## src/rtl/mbus_ice_driver_rx.sv

```systemverilog
// ---------------------------------------------------------------------------
// mbus_ice_driver_rx
//
// Purpose:
//   Receive half of the ICE MBUS driver. Inbound MBUS messages (an address
//   followed by one or more 32-bit data words) arrive over the MBUS rx
//   4-phase handshake. Each message is serialized MSB-first into one
//   byte-wide frame toward the ICE bus interface:
//     header {7'b0,broadcast}, addr[4 bytes], data[4 bytes per word],
//     status {6'b0,overflow,fail}.
//   The next MBUS word is not acknowledged until the previous word has been
//   fully drained to the byte interface. Words beyond MAX_WORDS are acked and
//   dropped, and the overflow bit is reported in the status byte.
//
// Ports:
//   clk, reset            clock and synchronous active-high reset
//   rx_mbus_rxaddr  [31:0] MBUS address, valid with the first rxreq
//   rx_mbus_rxdata  [31:0] MBUS data word, valid while rxreq=1
//   rx_mbus_rxreq          MBUS word request (4-phase)
//   rx_mbus_rxpend         more words follow this one
//   rx_mbus_rxbroadcast    message is broadcast (first word only)
//   rx_mbus_rxfail         message aborted by the MBUS layer
//   rx_mbus_rxack          MBUS word acknowledge (4-phase)
//   rx_frame_valid         high from header byte through status acceptance
//   rx_char          [7:0] current frame byte
//   rx_char_valid          rx_char valid, held stable until accepted
//   rx_char_ready          byte consumer ready
//   rx_char_last           marks the status byte
// ---------------------------------------------------------------------------
module mbus_ice_driver_rx #(
  parameter int MAX_WORDS = 64
) (
  input  logic        clk,
  input  logic        reset,
  input  logic [31:0] rx_mbus_rxaddr,
  input  logic [31:0] rx_mbus_rxdata,
  input  logic        rx_mbus_rxreq,
  input  logic        rx_mbus_rxpend,
  input  logic        rx_mbus_rxbroadcast,
  input  logic        rx_mbus_rxfail,
  output logic        rx_mbus_rxack,
  output logic        rx_frame_valid,
  output logic [7:0]  rx_char,
  output logic        rx_char_valid,
  input  logic        rx_char_ready,
  output logic        rx_char_last
);

  localparam int WCW = $clog2(MAX_WORDS + 1);
  localparam logic [WCW-1:0] MAXW_C = WCW'(MAX_WORDS);

  typedef enum logic [3:0] {
    IDLE,
    ACK0,
    HDR,
    ADDR,
    DATA,
    WAITW,
    ACKD,
    ACKX,
    STATUS
  } state_t;

  state_t         state_q;
  logic [31:0]    addr_q;
  logic [31:0]    data_q;
  logic [1:0]     bcnt_q;
  logic [WCW-1:0] wcnt_q;
  logic           fail_q;
  logic           ovf_q;
  logic           bcast_q;
  logic           pend_q;

  logic           accept;

  assign accept = rx_char_valid & rx_char_ready;

  // Message sequencer. Address and data are shifted left as bytes leave so
  // the outgoing byte is always the top byte of the register. A failure seen
  // mid-message is made sticky; the word in flight still drains fully
  // before the status byte closes the frame.
  always_ff @(posedge clk) begin
    if (reset) begin
      state_q <= IDLE;
      addr_q  <= '0;
      data_q  <= '0;
      bcnt_q  <= '0;
      wcnt_q  <= '0;
      fail_q  <= 1'b0;
      ovf_q   <= 1'b0;
      bcast_q <= 1'b0;
      pend_q  <= 1'b0;
    end else begin
      if (rx_mbus_rxfail && state_q != IDLE && state_q != STATUS) begin
        fail_q <= 1'b1;
      end

      case (state_q)
        IDLE: begin
          if (rx_mbus_rxreq) begin
            addr_q  <= rx_mbus_rxaddr;
            data_q  <= rx_mbus_rxdata;
            pend_q  <= rx_mbus_rxpend;
            bcast_q <= rx_mbus_rxbroadcast;
            fail_q  <= 1'b0;
            ovf_q   <= 1'b0;
            wcnt_q  <= WCW'(1);
            bcnt_q  <= '0;
            state_q <= ACK0;
          end
        end

        ACK0: begin
          if (!rx_mbus_rxreq) begin
            state_q <= HDR;
          end
        end

        HDR: begin
          if (accept) begin
            bcnt_q  <= '0;
            state_q <= ADDR;
          end
        end

        ADDR: begin
          if (accept) begin
            addr_q <= {addr_q[23:0], 8'h00};
            if (bcnt_q == 2'd3) begin
              bcnt_q  <= '0;
              state_q <= DATA;
            end else begin
              bcnt_q <= bcnt_q + 2'd1;
            end
          end
        end

        DATA: begin
          if (accept) begin
            data_q <= {data_q[23:0], 8'h00};
            if (bcnt_q == 2'd3) begin
              bcnt_q  <= '0;
              state_q <= (pend_q && !fail_q) ? WAITW : STATUS;
            end else begin
              bcnt_q <= bcnt_q + 2'd1;
            end
          end
        end

        // A failure (fresh or one that landed on the last data byte) wins
        // over a simultaneous word request, so no word is acked after it.
        WAITW: begin
          if (rx_mbus_rxfail || fail_q) begin
            fail_q  <= 1'b1;
            state_q <= STATUS;
          end else if (rx_mbus_rxreq) begin
            pend_q <= rx_mbus_rxpend;
            if (wcnt_q < MAXW_C) begin
              data_q  <= rx_mbus_rxdata;
              wcnt_q  <= wcnt_q + WCW'(1);
              state_q <= ACKD;
            end else begin
              ovf_q   <= 1'b1;
              state_q <= ACKX;
            end
          end
        end

        ACKD: begin
          if (!rx_mbus_rxreq) begin
            state_q <= DATA;
          end
        end

        // Discarded word: no bytes to send, go straight back for the next.
        ACKX: begin
          if (!rx_mbus_rxreq) begin
            state_q <= (pend_q && !fail_q && !rx_mbus_rxfail) ? WAITW : STATUS;
          end
        end

        STATUS: begin
          if (accept) begin
            state_q <= IDLE;
          end
        end

        default: state_q <= IDLE;
      endcase
    end
  end

  // Output decode depends only on registered state, so rx_char_ready has no
  // combinational path to any output.
  always_comb begin
    rx_mbus_rxack  = 1'b0;
    rx_frame_valid = 1'b0;
    rx_char_valid  = 1'b0;
    rx_char_last   = 1'b0;
    rx_char        = 8'h00;
    case (state_q)
      ACK0, ACKD, ACKX: rx_mbus_rxack = 1'b1;
      HDR: begin
        rx_frame_valid = 1'b1;
        rx_char_valid  = 1'b1;
        rx_char        = {7'b0, bcast_q};
      end
      ADDR: begin
        rx_frame_valid = 1'b1;
        rx_char_valid  = 1'b1;
        rx_char        = addr_q[31:24];
      end
      DATA: begin
        rx_frame_valid = 1'b1;
        rx_char_valid  = 1'b1;
        rx_char        = data_q[31:24];
      end
      WAITW: rx_frame_valid = 1'b1;
      STATUS: begin
        rx_frame_valid = 1'b1;
        rx_char_valid  = 1'b1;
        rx_char_last   = 1'b1;
        rx_char        = {6'b0, ovf_q, fail_q};
      end
      default: ;
    endcase
  end

endmodule

```

## config.mk

```make
export PLATFORM = sky130hd
export DESIGN_NAME = mbus_ice_driver_rx
export DESIGN_NICKNAME = d
export VERILOG_FILES = /design/src/rtl/mbus_ice_driver_rx.sv
export SDC_FILE = /design/constraint.sdc
export NUM_CORES = 1
export LEC_CHECK = 0
export ABC_AREA = 1
export BUFFER_PORTS_ARGS = -buffer_cell sky130_fd_sc_hd__buf_2
export CORE_UTILIZATION = 59
export DETAILED_ROUTE_END_ITERATION = 7
export GPL_ROUTABILITY_DRIVEN = 0
export HOLD_SLACK_MARGIN = 0.1
export PLACE_DENSITY = 0.95
export SKIP_CTS_REPAIR_TIMING = 1
export SYNTH_ARGS = -nofsm -noshare
export SYNTH_HDL_FRONTEND = slang
export SYNTH_SLANG_ARGS = --single-unit
export TNS_END_PERCENT = 5
```

## constraint.sdc

```tcl
create_clock -name clk -period 4.7 [get_ports clk]
set_clock_uncertainty 0.1 [all_clocks]
set_input_delay 0.94 -clock clk [delete_from_list [all_inputs] [get_ports clk]]
set_output_delay 0.94 -clock clk [all_outputs]
set_load 0.03 [all_outputs]
```

---- Word-level counts from Yosys, hierarchy flattened ----
Index checks and enable logic that the tools add are counted.
storage, ports and cells
  register bits ........................... 81
  logic and storage cells ................. 116
  output and inout bits ................... 12
  input bits .............................. 71
operators by class
  eq/ne operators ......................... 26
  bitwise gates (word level) .............. 1
  order comparisons ....................... 1
  add/sub/neg operators ................... 2
  reduce and logical (&&, ||, !) cells .... 25
  multiplexer cells ....................... 52
operators by type and width
  operator                                              number
  2-to-1 mux 32 bit                                     7
  case mux 32 bit (3 select lines)                      1
  case mux 32 bit (2 select lines)                      1
  2-to-1 mux 4 bit                                      14
  case mux 4 bit (9 select lines)                       1
  case mux 8 bit (4 select lines)                       1
  2-to-1 mux 7 bit                                      4
  != test 2 bit (second input constant)                 14
  equality test 4 x 3 -> 1 bit (second input constant)  4
  2-to-1 mux 1 bit                                      14
  case mux 7 bit (2 select lines)                       1
  AND reduction 11 bit                                  1
  AND reduction 5 bit                                   2
  equality test 4 x 2 -> 1 bit (second input constant)  2
  2-to-1 mux 2 bit                                      4
  adder 7 x 1 -> 7 bit (second input constant)          1
  < comparator 7 bit (second input constant)            1
  case mux 1 bit (2 select lines)                       3
  case mux 2 bit (3 select lines)                       1
  AND reduction 6 bit                                   1
  nonzero test 3 bit                                    2
  OR reduction 5 bit                                    1
  equality test 4 x 1 -> 1 bit (second input constant)  1
  equality test 4 bit (second input constant)           1
  other kinds (18)                                      24

---- Logic depth before layout (Yosys ltp) ----
  depth after elaboration ................. 6
  gate-level depth with buffers ........... 12
  mapped depth without buffers ............ 10

---- Worst setup path after synthesis ----
Ideal clock, no wire load.
  path type ............................... register to output
  start ................................... reg state_q[1]
  end ..................................... out rx_char[0]
  data required time ...................... 3.660 ns
  data arrival time ....................... 1.457 ns
  setup slack ............................. 2.203 ns
  buffers on the path ..................... 2
  cell stages (with the launch flop) ...... 8
  cells stage by stage .................... dfxtp_1 > buf_4 > inv_1 > nand2_1 > nor2_2 > clkbuf_1 > nand2_1 > o2111ai_1
on the way
  cells in the longest elaborated chain, start to end .. 2
  elaborated cells between the ends (all ways) .. 5
  classes of those cells .................. eq/ne: 4; mux: 1
RTL lines
  what                                               line  text
  from (decl)                                        64    state_t state_q;
  from (signal assigned)                             143   state_q <= (pend_q && !fail_q) ? WAITW : STATUS;
  from (signal assigned)                             178   state_q <= (pend_q && !fail_q && !rx_mbus_rxfail) ? WAITW : STATUS;
  equality test 4 bit, or another cell as far along  201   case (state_q)
  case mux 8 bit (4 select lines) *                  201
  to (decl)                                          43    output logic [7:0] rx_char,
Mark *: on every way between the ends. The rest lies on a longest branch, timed or not.

---- Worst setup path after layout ----
  start ................................... reg state_q[1]
  end ..................................... out rx_char[6]
The elaborated chain is that of the path after synthesis.

==> flow_summary.rst <==
.. list-table::
   :header-rows: 1

   * - Metric
     - Value
   * - Ratio of routed vias to standard cells
     - 5.67
   * - Maximum vdd ir drop
     - roughly 0.39 mV
   * - Synth Warn #
     - 0
   * - Clk Latency, worst-skew pair
     - about 0.36 ns
   * - Total global routing track utilization
     - a little under a third
   * - Setup_tns
     - 0 ns
   * - Cell types occupying the most area after synthesis
     - sky130_fd_sc_hd__dfxtp_1 40%, sky130_fd_sc_hd__nand2_1 18%, sky130_fd_sc_hd__nor2_1 9.7%
   * - Half-perimeter wire length after placement
     - 7.16 mm
   * - Most frequent cells in the layout
     - 196 x sky130_fd_sc_hd__nand2_1, 105 x sky130_fd_sc_hd__nor2_1, 82 x sky130_fd_sc_hd__buf_2, 81 x sky130_fd_sc_hd__dfxtp_1, 37 x sky130_fd_sc_hd__nand3_1
   * - Largest incremental delay on the critical path
     - roughly 0.50 ns
   * - Final Setup Violations
     - 0
   * - CP Data Required Time
     - 3.66 ns
   * - Max-capacitance violation count
     - 0
   * - Launch instance of the worst min-delay path
     - bcast_q$_SDFFE_PP0P_
   * - Layout cells sized above 1
     - 17.5%
   * - Overall via count from detail_route
     - approximately 4,400
   * - Cell depth of the worst setup path
     - 6
   * - Capture endpoint of the worst hold path
     - bcast_q$_SDFFE_PP0P_
   * - Number of cells on the worst reg-to-reg path
     - 7
   * - Setup crit end kind
     - output port
   * - Run status
     - completed
   * - Internal cell power
     - roughly 0.0017 W
   * - Final Max Slew Viols
     - 0
   * - Sequential Power Share
     - 34.4%
   * - Most frequent standard cell in the layout excluding fill and tap cells
     - sky130_fd_sc_hd__nand2_1
   * - Cell chain of the critical path
     - inv_1 > nand2_1 > nor2_2 > buf_4 > a22o_1 > buf_2
   * - Total overflow reported by the global router
     - 0
   * - Post-synthesis register bit count
     - 81
   * - Footprint of the flip-flops and latches
     - 1620 um^2
   * - CTS clk-pin slew, worst paths
     - ~0.080 ns
   * - Number of inserted filler cells in the final layout
     - 510
   * - Sequential fraction of the synthesis area
     - 39.7%
   * - Wire length per cell after detailed routing
     - 13.7 um
   * - Tmin final
     - 3.48 ns
   * - DP Worst Slack
     - 1.75 ns
   * - Reg-to-Reg End
     - addr_q[10]$_SDFFE_PP0P_
   * - Post-synthesis to final-layout area growth
     - 14.4%
   * - Highest clock frequency the design can meet
     - ~0.29 GHz
   * - Initial antenna violation count
     - 0
   * - Final wirelength
     - 10.5 mm
   * - Netlist Area Pre-Place
     - 4080 um^2
   * - Number of global-route vias before repair
     - 4,025
   * - Clk network pwr share
     - 17.6%
   * - CTS tree
     - built
   * - N_diodes
     - 0
   * - Crit Path Category
     - reg -> out
   * - Worst max-slew margin expressed relative to the limit
     - 44.3%
   * - Number of hold violations in the final report
     - 0
   * - Worst flop-to-flop path startpoint
     - state_q[1]$_SDFFE_PP0P_
   * - IO Pins
     - between 80 and 90
   * - Tightest Hold Check Type
     - reg -> reg
   * - Total DRC errors in the routed layout
     - 0
   * - Syn Inst Count
     - around 620
   * - Crit path buffers/inverters
     - 3
   * - # rows
     - 29
   * - RSZ-0062 raised after global routing
     - no
   * - Largest fanout of any net on the critical path
     - 34
   * - Setup WS post-layout
     - between 1 and 1.5 ns
   * - Library cell occupying the most area in the post-synthesis netlist
     - sky130_fd_sc_hd__dfxtp_1
   * - Die area
     - 7260 um^2
   * - Fraction of power consumed by combinational cells
     - 48.0%
   * - Width of the chip
     - around 85 um
   * - Leakage power of the design
     - 2.24 nW
   * - Top cell family by delay on the critical path
     - buffers and inverters
   * - Iteration-0 DRC Markers
     - approximately 320
   * - Number of cells on the worst hold path
     - 2
   * - Cell variety after synth
     - 29
   * - Crit path max-delay cell type
     - sky130_fd_sc_hd__nor2_2
   * - Effective utilization at floorplan
     - around 63%
   * - Power per standard cell area
     - 707 nW/um^2
   * - Bufs on Longest Clock Path
     - 2
   * - NumNets Final
     - approximately 760
   * - Maximum level of the CTS H-tree
     - 3
   * - Total iterations of the first detailed-routing run
     - 6
   * - Buffers on Ports
     - 82
   * - Final worst path period share
     - 74.0%
   * - Share of Yosys cell area claimed by the top area cell type
     - 39.7%
   * - Slack of the worst reg-to-reg path
     - 2.10 ns
   * - Nets in the synthesized netlist
     - 696
   * - Post-route total power
     - between 0.003 and 0.004 W
   * - Kind of start point of the critical path
     - register
   * - Core outline area
     - between 6000 and 7000 um^2
   * - Pin count of the biggest net entering global routing
     - 57
   * - Average cell area after synthesis
     - roughly 6.6 um^2
   * - Clock buffer count from CTS
     - 9
   * - Antenna violation net count after detailed routing
     - 0
   * - Clock Sinks
     - 81
   * - Height of the die
     - 85.2 um
   * - Wire length of the first global-routing pass
     - 17.6 mm
   * - Sw Share
     - 47.0%
   * - Arr. time, crit path
     - 2.44 ns
   * - Buffer cell driving the clock tree root
     - sky130_fd_sc_hd__clkbuf_8
   * - Power spent charging and discharging nets
     - about 0.0016 W
   * - Transition time at the pin with the least slew margin
     - approximately 0.83 ns
   * - Area of combinational cells with multiple inputs
     - around 2200 um^2
## state kept, by name, indices dropped and copies added, names as in the netlist
register and count:
bcnt_q 2, ovf_q 1, data_q 32, bcast_q 1
pend_q 1, fail_q 1, wcnt_q 7, state_q 4
addr_q 32
## worst max path at each step
stage	slack (ns)	from	to
final	1.22	state_q[1]$_SDFFE_PP0P_	rx_char[6]
after global routing	1.20	state_q[1]$_SDFFE_PP0P_	rx_char[0]
after CTS	1.34	state_q[1]$_SDFFE_PP0P_	rx_char[6]
after detailed placement	1.75	state_q[1]$_SDFFE_PP0P_	rx_char[6]
after global placement	1.89	state_q[1]$_SDFFE_PP0P_	rx_char[6]
after floorplan	2.20	state_q[1]$_SDFFE_PP0P_	rx_char[0]
## cells in the mapped netlist
master                      instances
sky130_fd_sc_hd__buf_2             11
sky130_fd_sc_hd__dfxtp_1           81
sky130_fd_sc_hd__inv_4              1
sky130_fd_sc_hd__xor2_1             1
sky130_fd_sc_hd__nor2_2             1
sky130_fd_sc_hd__a21oi_1           19
sky130_fd_sc_hd__ha_1               2
sky130_fd_sc_hd__o21ai_2            1
sky130_fd_sc_hd__o21ai_0           32
sky130_fd_sc_hd__nand2_1          196
sky130_fd_sc_hd__inv_1             28
sky130_fd_sc_hd__nor2_4             6
sky130_fd_sc_hd__xnor2_1            1
sky130_fd_sc_hd__o211ai_1           2
sky130_fd_sc_hd__nor2_1           105
sky130_fd_sc_hd__nand3_2            2
sky130_fd_sc_hd__buf_4              2
sky130_fd_sc_hd__nand3b_1           1
sky130_fd_sc_hd__inv_2              5
sky130_fd_sc_hd__nand2_4            2
sky130_fd_sc_hd__buf_6              4
sky130_fd_sc_hd__a31oi_1           24
sky130_fd_sc_hd__o2111ai_1          1
sky130_fd_sc_hd__nand2_2            1
sky130_fd_sc_hd__nand4_1            4
sky130_fd_sc_hd__o21ai_1           30
sky130_fd_sc_hd__clkbuf_1          17
sky130_fd_sc_hd__nand3_1           37
sky130_fd_sc_hd__a22o_1             6
## power by group through the flow
stage / Sequential [W] / Clock [W] / Combinational (W)
2_1_floorplan: 0.00108 / 0 / 0.00135
6_report: 0.00113 / 0.000580 / 0.00159
4_1_cts: 0.00113 / 0.000580 / 0.00157
3_5_place_dp: 0.00114 / 0 / 0.00156
5_1_grt: 0.00116 / 0.000619 / 0.00178
3_3_place_gp: 0.00113 / 0 / 0.00149
## routing by layer
metal / vias up / track usage [%] / wire (um)
met3: 48 / 6.61 / 760
met5: - / 0 / 0
met1: 1955 / 37.7 / 4420
li1: 2149 / - / -
met2: 200 / 49.9 / 4940
met4: 0 / 15.4 / 380
## stage by stage
step                cells  hold slack [ns]  util [%]  cell area (um^2)
global placement      752            0.338      68.0              4440
CTS                   768            0.356      71.5              4670
global route          768            0.387      71.5              4670
finish                768            0.354      71.5              4670
detailed placement    752            0.344      68.0              4440
floorplan             623            0.324         -              4080
## tightest hold or removal path, cell delays in order (launching register included)
cell	delay (ns)
sky130_fd_sc_hd__dfxtp_1	0.32
sky130_fd_sc_hd__inv_1	0.05
sky130_fd_sc_hd__a21oi_1	0.05
## cell type report
| cell class | count | share of cell area (%) |
|---|---|---|
| Clock inverter | 6 | 1.96 |
| Inverter | 34 | 2.79 |
| Tap cell | 77 | 2.06 |
| Sequential cell | 81 | 34.7 |
| Multi-Input combinational cell | 474 | 46.1 |
| Timing Repair Buffer | 86 | 9.43 |
| Clock buffer | 10 | 2.95 |
## cell families after synthesis
| kind of cell | share of synthesized area (%) |
|---|---|
| and+or+nand+nor | 36.0 |
| AOI/OAI and AO/OA | 15.7 |
| DFF | 39.7 |
| buffers and inverters | 7.57 |
| xor gates and xnor gates | 0.429 |
| adders and majority gates | 0.613 |
No activity file was read; power rests on OpenSTA's default activity.
